--- src/rtl/pdm_pkg.sv ---
// Shared constants, LFSR helper and sample-pair type for the stereo PDM transmitter.
// The LFSR items are only used when PDM_TX_DITHER_EN is defined.
package pdm_pkg;

    localparam int PDM_W       = 16;
    localparam int PDM_CLK_DIV = 8;
    localparam int PDM_DECIM   = 64;

    // Fibonacci LFSR x^16 + x^14 + x^13 + x^11 + 1, shifting towards the MSB
    localparam logic [15:0] LFSR_SEED = 16'hACE1;
    localparam logic [15:0] LFSR_TAPS = 16'hB400;

    typedef struct packed {
        logic [PDM_W-1:0] left;
        logic [PDM_W-1:0] right;
    } pcm_pair_t;

    function automatic logic [15:0] lfsr_next(input logic [15:0] s);
        return {s[14:0], ^(s & LFSR_TAPS)};
    endfunction

endpackage

--- src/rtl/pdm_sd_mod.sv ---
// First-order sigma-delta modulator: carry out of (acc + offset-binary sample) is the PDM bit.
// With PDM_TX_DITHER_EN defined, an LFSR bit replaces the sample LSB before the add.
module pdm_sd_mod
    import pdm_pkg::*;
#(
    parameter int W = PDM_W
) (
    input  logic         clk,
    input  logic         rst,
    input  logic         i_step,
    input  logic [W-1:0] i_sample,
    output logic         o_bit
);

    logic [W-1:0] r_acc;
    logic [W-1:0] w_u;
    logic [W:0]   w_sum;

`ifdef PDM_TX_DITHER_EN
    logic [15:0] r_lfsr;

    always_ff @(posedge clk) begin
        if (rst) begin
            r_lfsr <= LFSR_SEED;
        end else if (i_step) begin
            r_lfsr <= lfsr_next(r_lfsr);
        end
    end

    assign w_u = {~i_sample[W-1], i_sample[W-2:1], r_lfsr[0]};
`else
    assign w_u = {~i_sample[W-1], i_sample[W-2:0]};
`endif

    assign w_sum = {1'b0, r_acc} + {1'b0, w_u};
    assign o_bit = w_sum[W];

    always_ff @(posedge clk) begin
        if (rst) begin
            r_acc <= '0;
        end else if (i_step) begin
            r_acc <= w_sum[W-1:0];
        end
    end

endmodule

--- src/rtl/pdm_mic_tx.sv ---
// Stereo PDM microphone emulator: PCM pairs in, PDM clock plus shared L/R data line out.
// Optional LFSR dither in the modulators is enabled by defining PDM_TX_DITHER_EN.
module pdm_mic_tx
    import pdm_pkg::*;
#(
    parameter int W       = PDM_W,
    parameter int CLK_DIV = PDM_CLK_DIV,
    parameter int DECIM   = PDM_DECIM
) (
    input  logic         clk,
    input  logic         rst,
    input  logic         en,
    input  logic         s_valid,
    output logic         s_ready,
    input  logic [W-1:0] s_left,
    input  logic [W-1:0] s_right,
    output logic         pdm_clk,
    output logic         pdm_data,
    output logic         frame_strobe,
    output logic         underrun
);

    localparam int PH_W = $clog2(CLK_DIV);
    localparam int BC_W = $clog2(DECIM);

    localparam logic [PH_W-1:0] PH_LAST    = PH_W'(CLK_DIV - 1);
    localparam logic [PH_W-1:0] PH_HALF_M1 = PH_W'(CLK_DIV / 2 - 1);
    localparam logic [PH_W-1:0] PH_Q1_M1   = PH_W'(CLK_DIV / 4 - 1);
    localparam logic [PH_W-1:0] PH_Q3_M1   = PH_W'(3 * CLK_DIV / 4 - 1);
    localparam logic [BC_W-1:0] BC_LAST    = BC_W'(DECIM - 1);

    logic [PH_W-1:0] r_ph;
    logic [BC_W-1:0] r_bc;
    logic            r_clk_lvl;
    logic            r_data;
    logic            r_strobe;
    logic            r_underrun;
    logic            r_hold_valid;
    logic [W-1:0]    r_hold [2];
    logic [W-1:0]    r_act  [2];

    logic       w_wrap;
    logic       w_boundary;
    logic       w_xfer;
    logic [1:0] w_step;
    logic [1:0] w_bit;

    assign w_wrap     = en && (r_ph == PH_LAST);
    assign w_boundary = w_wrap && (r_bc == BC_LAST);
    assign w_xfer     = s_valid && !r_hold_valid;

    // Left bit launched at mid-low, right bit at mid-high of the PDM clock
    assign w_step[0] = en && (r_ph == PH_Q3_M1);
    assign w_step[1] = en && (r_ph == PH_Q1_M1);

    always_ff @(posedge clk) begin
        if (rst) begin
            r_ph         <= '0;
            r_bc         <= '0;
            r_clk_lvl    <= 1'b0;
            r_data       <= 1'b0;
            r_strobe     <= 1'b0;
            r_underrun   <= 1'b0;
            r_hold_valid <= 1'b0;
            for (int i = 0; i < 2; i++) begin
                r_hold[i] <= '0;
                r_act[i]  <= '0;
            end
        end else begin
            if (en) begin
                r_ph <= w_wrap ? '0 : r_ph + 1'b1;
            end
            if (w_wrap) begin
                r_bc <= (r_bc == BC_LAST) ? '0 : r_bc + 1'b1;
            end

            // Clock level only rises on a wrap, so the first high phase follows a full period
            if (w_wrap) begin
                r_clk_lvl <= 1'b1;
            end else if (en && (r_ph == PH_HALF_M1)) begin
                r_clk_lvl <= 1'b0;
            end

            if (w_step[0]) begin
                r_data <= w_bit[0];
            end else if (w_step[1]) begin
                r_data <= w_bit[1];
            end

            r_strobe <= w_boundary;

            // Boundary sees hold_valid before any same-cycle transfer
            if (w_boundary) begin
                if (r_hold_valid) begin
                    r_act[0] <= r_hold[0];
                    r_act[1] <= r_hold[1];
                end else begin
                    r_underrun <= 1'b1;
                end
            end

            if (w_xfer) begin
                r_hold[0]    <= s_left;
                r_hold[1]    <= s_right;
                r_hold_valid <= 1'b1;
            end else if (w_boundary && r_hold_valid) begin
                r_hold_valid <= 1'b0;
            end
        end
    end

    genvar gi;
    generate
        for (gi = 0; gi < 2; gi++) begin : g_chan
            pdm_sd_mod #(
                .W(W)
            ) u_mod (
                .clk      (clk),
                .rst      (rst),
                .i_step   (w_step[gi]),
                .i_sample (r_act[gi]),
                .o_bit    (w_bit[gi])
            );
        end
    endgenerate

    assign s_ready      = !r_hold_valid;
    assign pdm_clk      = r_clk_lvl & en;
    assign pdm_data     = r_data & en;
    assign frame_strobe = r_strobe;
    assign underrun     = r_underrun;

endmodule
--- config.mk ---
export PLATFORM = sky130hd
export DESIGN_NAME = pdm_mic_tx
export DESIGN_NICKNAME = d
export VERILOG_FILES = /design/src/rtl/pdm_pkg.sv /design/src/rtl/pdm_sd_mod.sv /design/src/rtl/pdm_mic_tx.sv
export SDC_FILE = /design/constraint.sdc
export NUM_CORES = 1
export LEC_CHECK = 0
export CELL_PAD_IN_SITES_DETAIL_PLACEMENT = 1
export CELL_PAD_IN_SITES_GLOBAL_PLACEMENT = 2
export CORE_ASPECT_RATIO = 0.9
export CORE_MARGIN = 10
export CORE_UTILIZATION = 25
export CTS_CLUSTER_SIZE = 40
export DETAILED_ROUTE_END_ITERATION = 7
export PLACE_DENSITY = 0.54
export SLEW_MARGIN = 20
export SYNTH_ARGS = -nofsm -noshare
export SYNTH_HDL_FRONTEND = slang
export SYNTH_HIERARCHICAL = 1
export SYNTH_SLANG_ARGS = --single-unit
--- constraint.sdc ---
create_clock -name clk -period 7.1 [get_ports clk]
set_clock_uncertainty 0.05 [all_clocks]
set_input_delay 0.71 -clock clk [delete_from_list [all_inputs] [get_ports clk]]
set_output_delay 0.71 -clock clk [all_outputs]
set_load 0.01 [all_outputs]
== After elaboration in Yosys (flattened, before gate mapping) ==
Memories as Yosys holds them, arrays and structs flattened.
Cells that the tools add are included.

* Flip-flop bits (word level): 46
* Memory bits (writable): 64
* Input bits: 36
* Output and inout bits: 5
* Word-level logic and storage cells: 62
* Memories kept: 2

{| class="wikitable"
|+ Memory list
! name !! depth !! width !! read ports !! clocked after memory_dff !! wr ports !! line !! RTL
|-
| r_act || 2 || 16 || 2 || 0 || 2 || pdm_mic_tx.sv:40 || <nowiki>logic [W-1:0] r_act [2];</nowiki>
|-
| r_hold || 2 || 16 || 2 || 0 || 2 || pdm_mic_tx.sv:39 || <nowiki>logic [W-1:0] r_hold [2];</nowiki>
|}

* $add $sub $neg: 4
* Equality and inequality tests: 5
* Mux-type cells: 21
* Bitwise operators: 9
* Reductions and logical operators: 12

{| class="wikitable"
|+ Operator list
! operator !! count
|-
| $mux W16 || 4
|-
| $add A16 B16 Y17 || 2
|-
| $mux W1 || 15
|-
| $logic_and A1 B1 Y1 || 7
|-
| $add A6 B1 Y6 const B || 1
|-
| $eq A3 B3 Y1 const B || 2
|-
| $eq A6 B6 Y1 const B || 1
|-
| $mux W6 || 1
|-
| $reduce_bool A2 Y1 || 3
|-
| $or A1 B1 Y1 || 4
|-
| $add A3 B1 Y3 const B || 1
|-
| $eq A3 B1 Y1 const B || 1
|-
| $eq A3 B2 Y1 const B || 1
|-
| $mux W3 || 1
|-
| $not A1 Y1 || 3
|-
| $and A1 B1 Y1 || 2
|-
| $reduce_and A2 Y1 || 1
|-
| $logic_not A1 Y1 || 1
|}

== Longest topological paths before layout ==
* Depth in word-level cells: 7
* Depth in mapped cells: 10
* Depth with buffers taken out: 10

== Modules after synthesis ==
The synthesis kept the hierarchy.

{| class="wikitable"
|+ Modules (own cells, without submodules)
! module !! times used !! cells each !! area each (µm²)
|-
| pdm_mic_tx || 1 || 214 || 3,104.2
|-
| pdm_sd_mod || 2 || 165 || 1,367.6
|}

== Least setup slack after synthesis ==
No wires, ideal clock.

* Path kind: in2reg
* Start point: input en
* End point: memory r_act[0][0] (netlist name), enable pin
* Library setup time: 0.388 ns
* Arrival time: 1.981 ns
* Data required time: 6.662 ns
* Setup slack: 4.681 ns
* Stages on the path: 4
* Path buffers: 1
* Path through: clkbuf_2 > nand4_4 > nor2_1 > a21o_1

{| class="wikitable"
|+ RTL lines
! element !! line !! RTL
|-
| start, declared || pdm_mic_tx.sv:12 || <nowiki>input logic en,</nowiki>
|-
| end, declared || pdm_mic_tx.sv:40 ||
|}

== Final worst setup path ==
* Start point: input en
* End point: output pdm_data

* Longest elaborated chain between the ends: 1

{| class="wikitable"
|+ RTL lines
! element !! line !! RTL
|-
| $and A1 B1 Y1 || pdm_mic_tx.sv:129 || <nowiki>assign pdm_data = r_data & en;</nowiki>
|-
| end, declared || pdm_mic_tx.sv:18 || <nowiki>output logic pdm_data,</nowiki>
|}

No other way between the ends.

==> results.cfg <==
[outcome]
status = complete, no violations

[layout]
drive_gt1_share_pct = 11.5
area_growth_syn_to_layout_pct = 17.7
design_area_um2 = 6870
layout.cells.non_filler = 873
fillers = 2511
post-route-util_pct = 30.3
antenna_cells = 0
nets = 646

[grt]
grt_antenna_before_repair = 0
grt_pass1_vias = 4349
grt_pass1_wl_um = 22500
grt_use_total_pct = 9.40
overflow = 0
grt_start_max_net_pins = 52

[min_path]
holdCritPathClass = register to register
hold_start = g_chan[0].u_mod/r_acc[12]$_SDFFE_PP0P_
min_path_cells = 2
holdPathEnd = g_chan[0].u_mod/r_acc[12]$_SDFFE_PP0P_

[synthesis]
synth-edff-count = 64
synth.cell_area_um2 = 5840
ys.flop_type = edfxtp_1
synth.distinct_cells = 54
async_reset_ff_share_pct = 0
avgSynthCellArea_um2 = 10.7
post-synth-top-area-fraction_pct = 32.9
yosysSeqAreaShare_pct = 48.7
yosysTopAreaCell = edfxtp_1
synth_most_common_cell = edfxtp_1
yosys_register_bits = 110
syn_inst = 544
synth.area.top_cells = edfxtp_1 (33%), dfxtp_1 (16%), ha_1 (7.9%), and2_2 (4.0%), and2_1 (4.0%)
ys_warn_count = 6
syn_nets = 619
yosys-top-cells-count = edfxtp_1 (64), nor2_1 (47), dfxtp_1 (46), and2_1 (37), ha_1 (37)

[sta]
rsz0062_at_grt = no
max_slew_margin_pct = 58.0
period_minus_slack_ns = 3.10
fin_ws_ns = 4.00
drv_slew = 0
worstMarginPinSlew_ns = 0.628
finalHoldViolations = 0
clock.fmax_ghz = 0.323
period_share_pct = 43.6
setup_viol = 0
fin_setup_tns_ns = 0

[clocking]
cts.sinks = 110
hold_buffers = 0
post_cts_buffers = 0
cts-buffers-inserted = 9
cts_tree = built
clockRootBuffer = clkbuf_16
clock_latency_ns = 0.36
cts.path.max_buffers = 2
cts-resized-gates = 0
clk_pin_slew_ns = 0.08
htreeDepth = 3

[routing]
drt_iter0_markers = 178
drtPass1Iterations = 4
vias = 4025
postRouteAntennaNets = 0
avgRoutedWirePerCell_um = 15.6
via_per_inst = 4.61
remaining_drc_errors = 0
wl_um = 13600

[place]
numPortBuffers = 40
place_area_um2 = 6520
dpl.cell_count = 857
place_ws_ns = 3.62
gp_congestion = 0.743
hpwl_um = 9850

[floorplanning]
fp-row-count = 52
fp.dieW_um = 181
coreArea_um2 = 22700
io-pin-count = 41
die-area_um2 = 29900
start_util_pct = 25.7
die_h_um = 165

[power]
ir_worst_vdd_mv = 0.129
power.static_leakage_nw = 2.54
powerDensity_nw_per_um2 = 211

[worst_setup_path]
crit_required_ns = 6.34
reg2reg_to = r_data$_SDFFE_PP0P_
reg2reg_from = r_act[0][0]$_SDFFCE_PN0P_
cp-start-kind = input port
reg2reg_setup_slack_ns = 4.25
r2r_cells = 10
arrival_ns = 2.34
crit_type = input port to primary output
cp_max_fo = 16
end_kind = primary output

[flow_run]
drv_cap = 0
worst max path at each step:
stage               startpoint  slack (ns)                    endpoint
global placement            en        3.69  r_act[0][21]$_SDFFCE_PN0P_
finish                      en        4.00                    pdm_data
floorplan                   en        4.68   r_act[0][0]$_SDFFCE_PN0P_
detailed placement          en        3.62  r_act[0][21]$_SDFFCE_PN0P_
global route                en        3.83  r_act[0][19]$_SDFFCE_PN0P_
CTS                         en        3.99                    pdm_data
state kept, by name, indices dropped and copies added, names as in the netlist, 3 cells and up:
name / cells
g_chan.u_mod/r_acc: 32
r_ph: 3
r_act: 32
r_bc: 6
r_hold: 32
final cells by class:
class / instances / area, um2 / share of cell area (%)
multi-input cells: 392 / 2820 / 41.1
repair buffers: 46 / 440 / 6.41
flip-flops and latches: 110 / 2840 / 41.4
clock inverters: 7 / 126 / 1.84
well taps: 297 / 372 / 5.41
inverters: 12 / 45.0 / 0.655
clock buffers: 9 / 225 / 3.28
stage by stage:
stage                     hold WS [ns]  power (W)
final                            0.409    0.00145
after global routing             0.445    0.00152
after CTS                        0.414    0.00148
after detailed placement         0.396   0.000866
after global placement           0.392   0.000863
after floorplan                  0.379   0.000815
layer usage:
layer	part of all wire (%)	vias to the layer above	wire length [um]	global-route usage (%)
met2	48	39	6540	15.8
met4	1.6	0	224	3.21
li1	-	2011	-	-
met5	0	-	0	0
met1	47	1964	6390	11.4
met3	3.1	11	424	2.54
critical path, cell delays in order:
cell and delay (ns):
clkdlybuf4s50_1 0.87, and2_1 0.22, clkdlybuf4s50_1 0.54
kinds of logic (layout without fill, tap and decap cells):
group / count (synthesis) / after routing / synth area share (%)
xor+xnor: 18 / 18 / 2.70
compound gates: 98 / 98 / 12.2
flops: 110 / 110 / 48.7
mux: 17 / 17 / 2.91
fa+ha+maj: 39 / 39 / 8.61
buf+inv: 42 / 74 / 3.11
simple gates: 220 / 220 / 21.8
power breakdown:
group | switching [W] | leakage (nW) | internal [W]
clock | 0.000252 | 0.169 | 0.000350
combinational | 0.0000723 | 1.35 | 0.0000585
sequential | 0.0000135 | 1.02 | 0.000704
total | 0.000337 | 2.54 | 0.00111
layout by cell type (no fill, tap or decap), types with 6 or more instances in the layout:
cell             count
edfxtp_1            64
nor2_1              46
dfxtp_1             46
clkdlybuf4s50_1     39
and2_1              37
ha_1                37
and2_2              31
nand2_1             29
a21oi_1             24
mux2i_1             17
xnor2_1             16
nand2b_1            14
inv_1               12
a21o_1              11
nand4_1             10
nor3b_1             10
nand3_1              9
nor3_1               9
clkbuf_16            9
o21ai_1              8
a211oi_1             7
a31oi_1              7
o21a_1               6
buf_4                6
(Power assumes the default switching activity.)
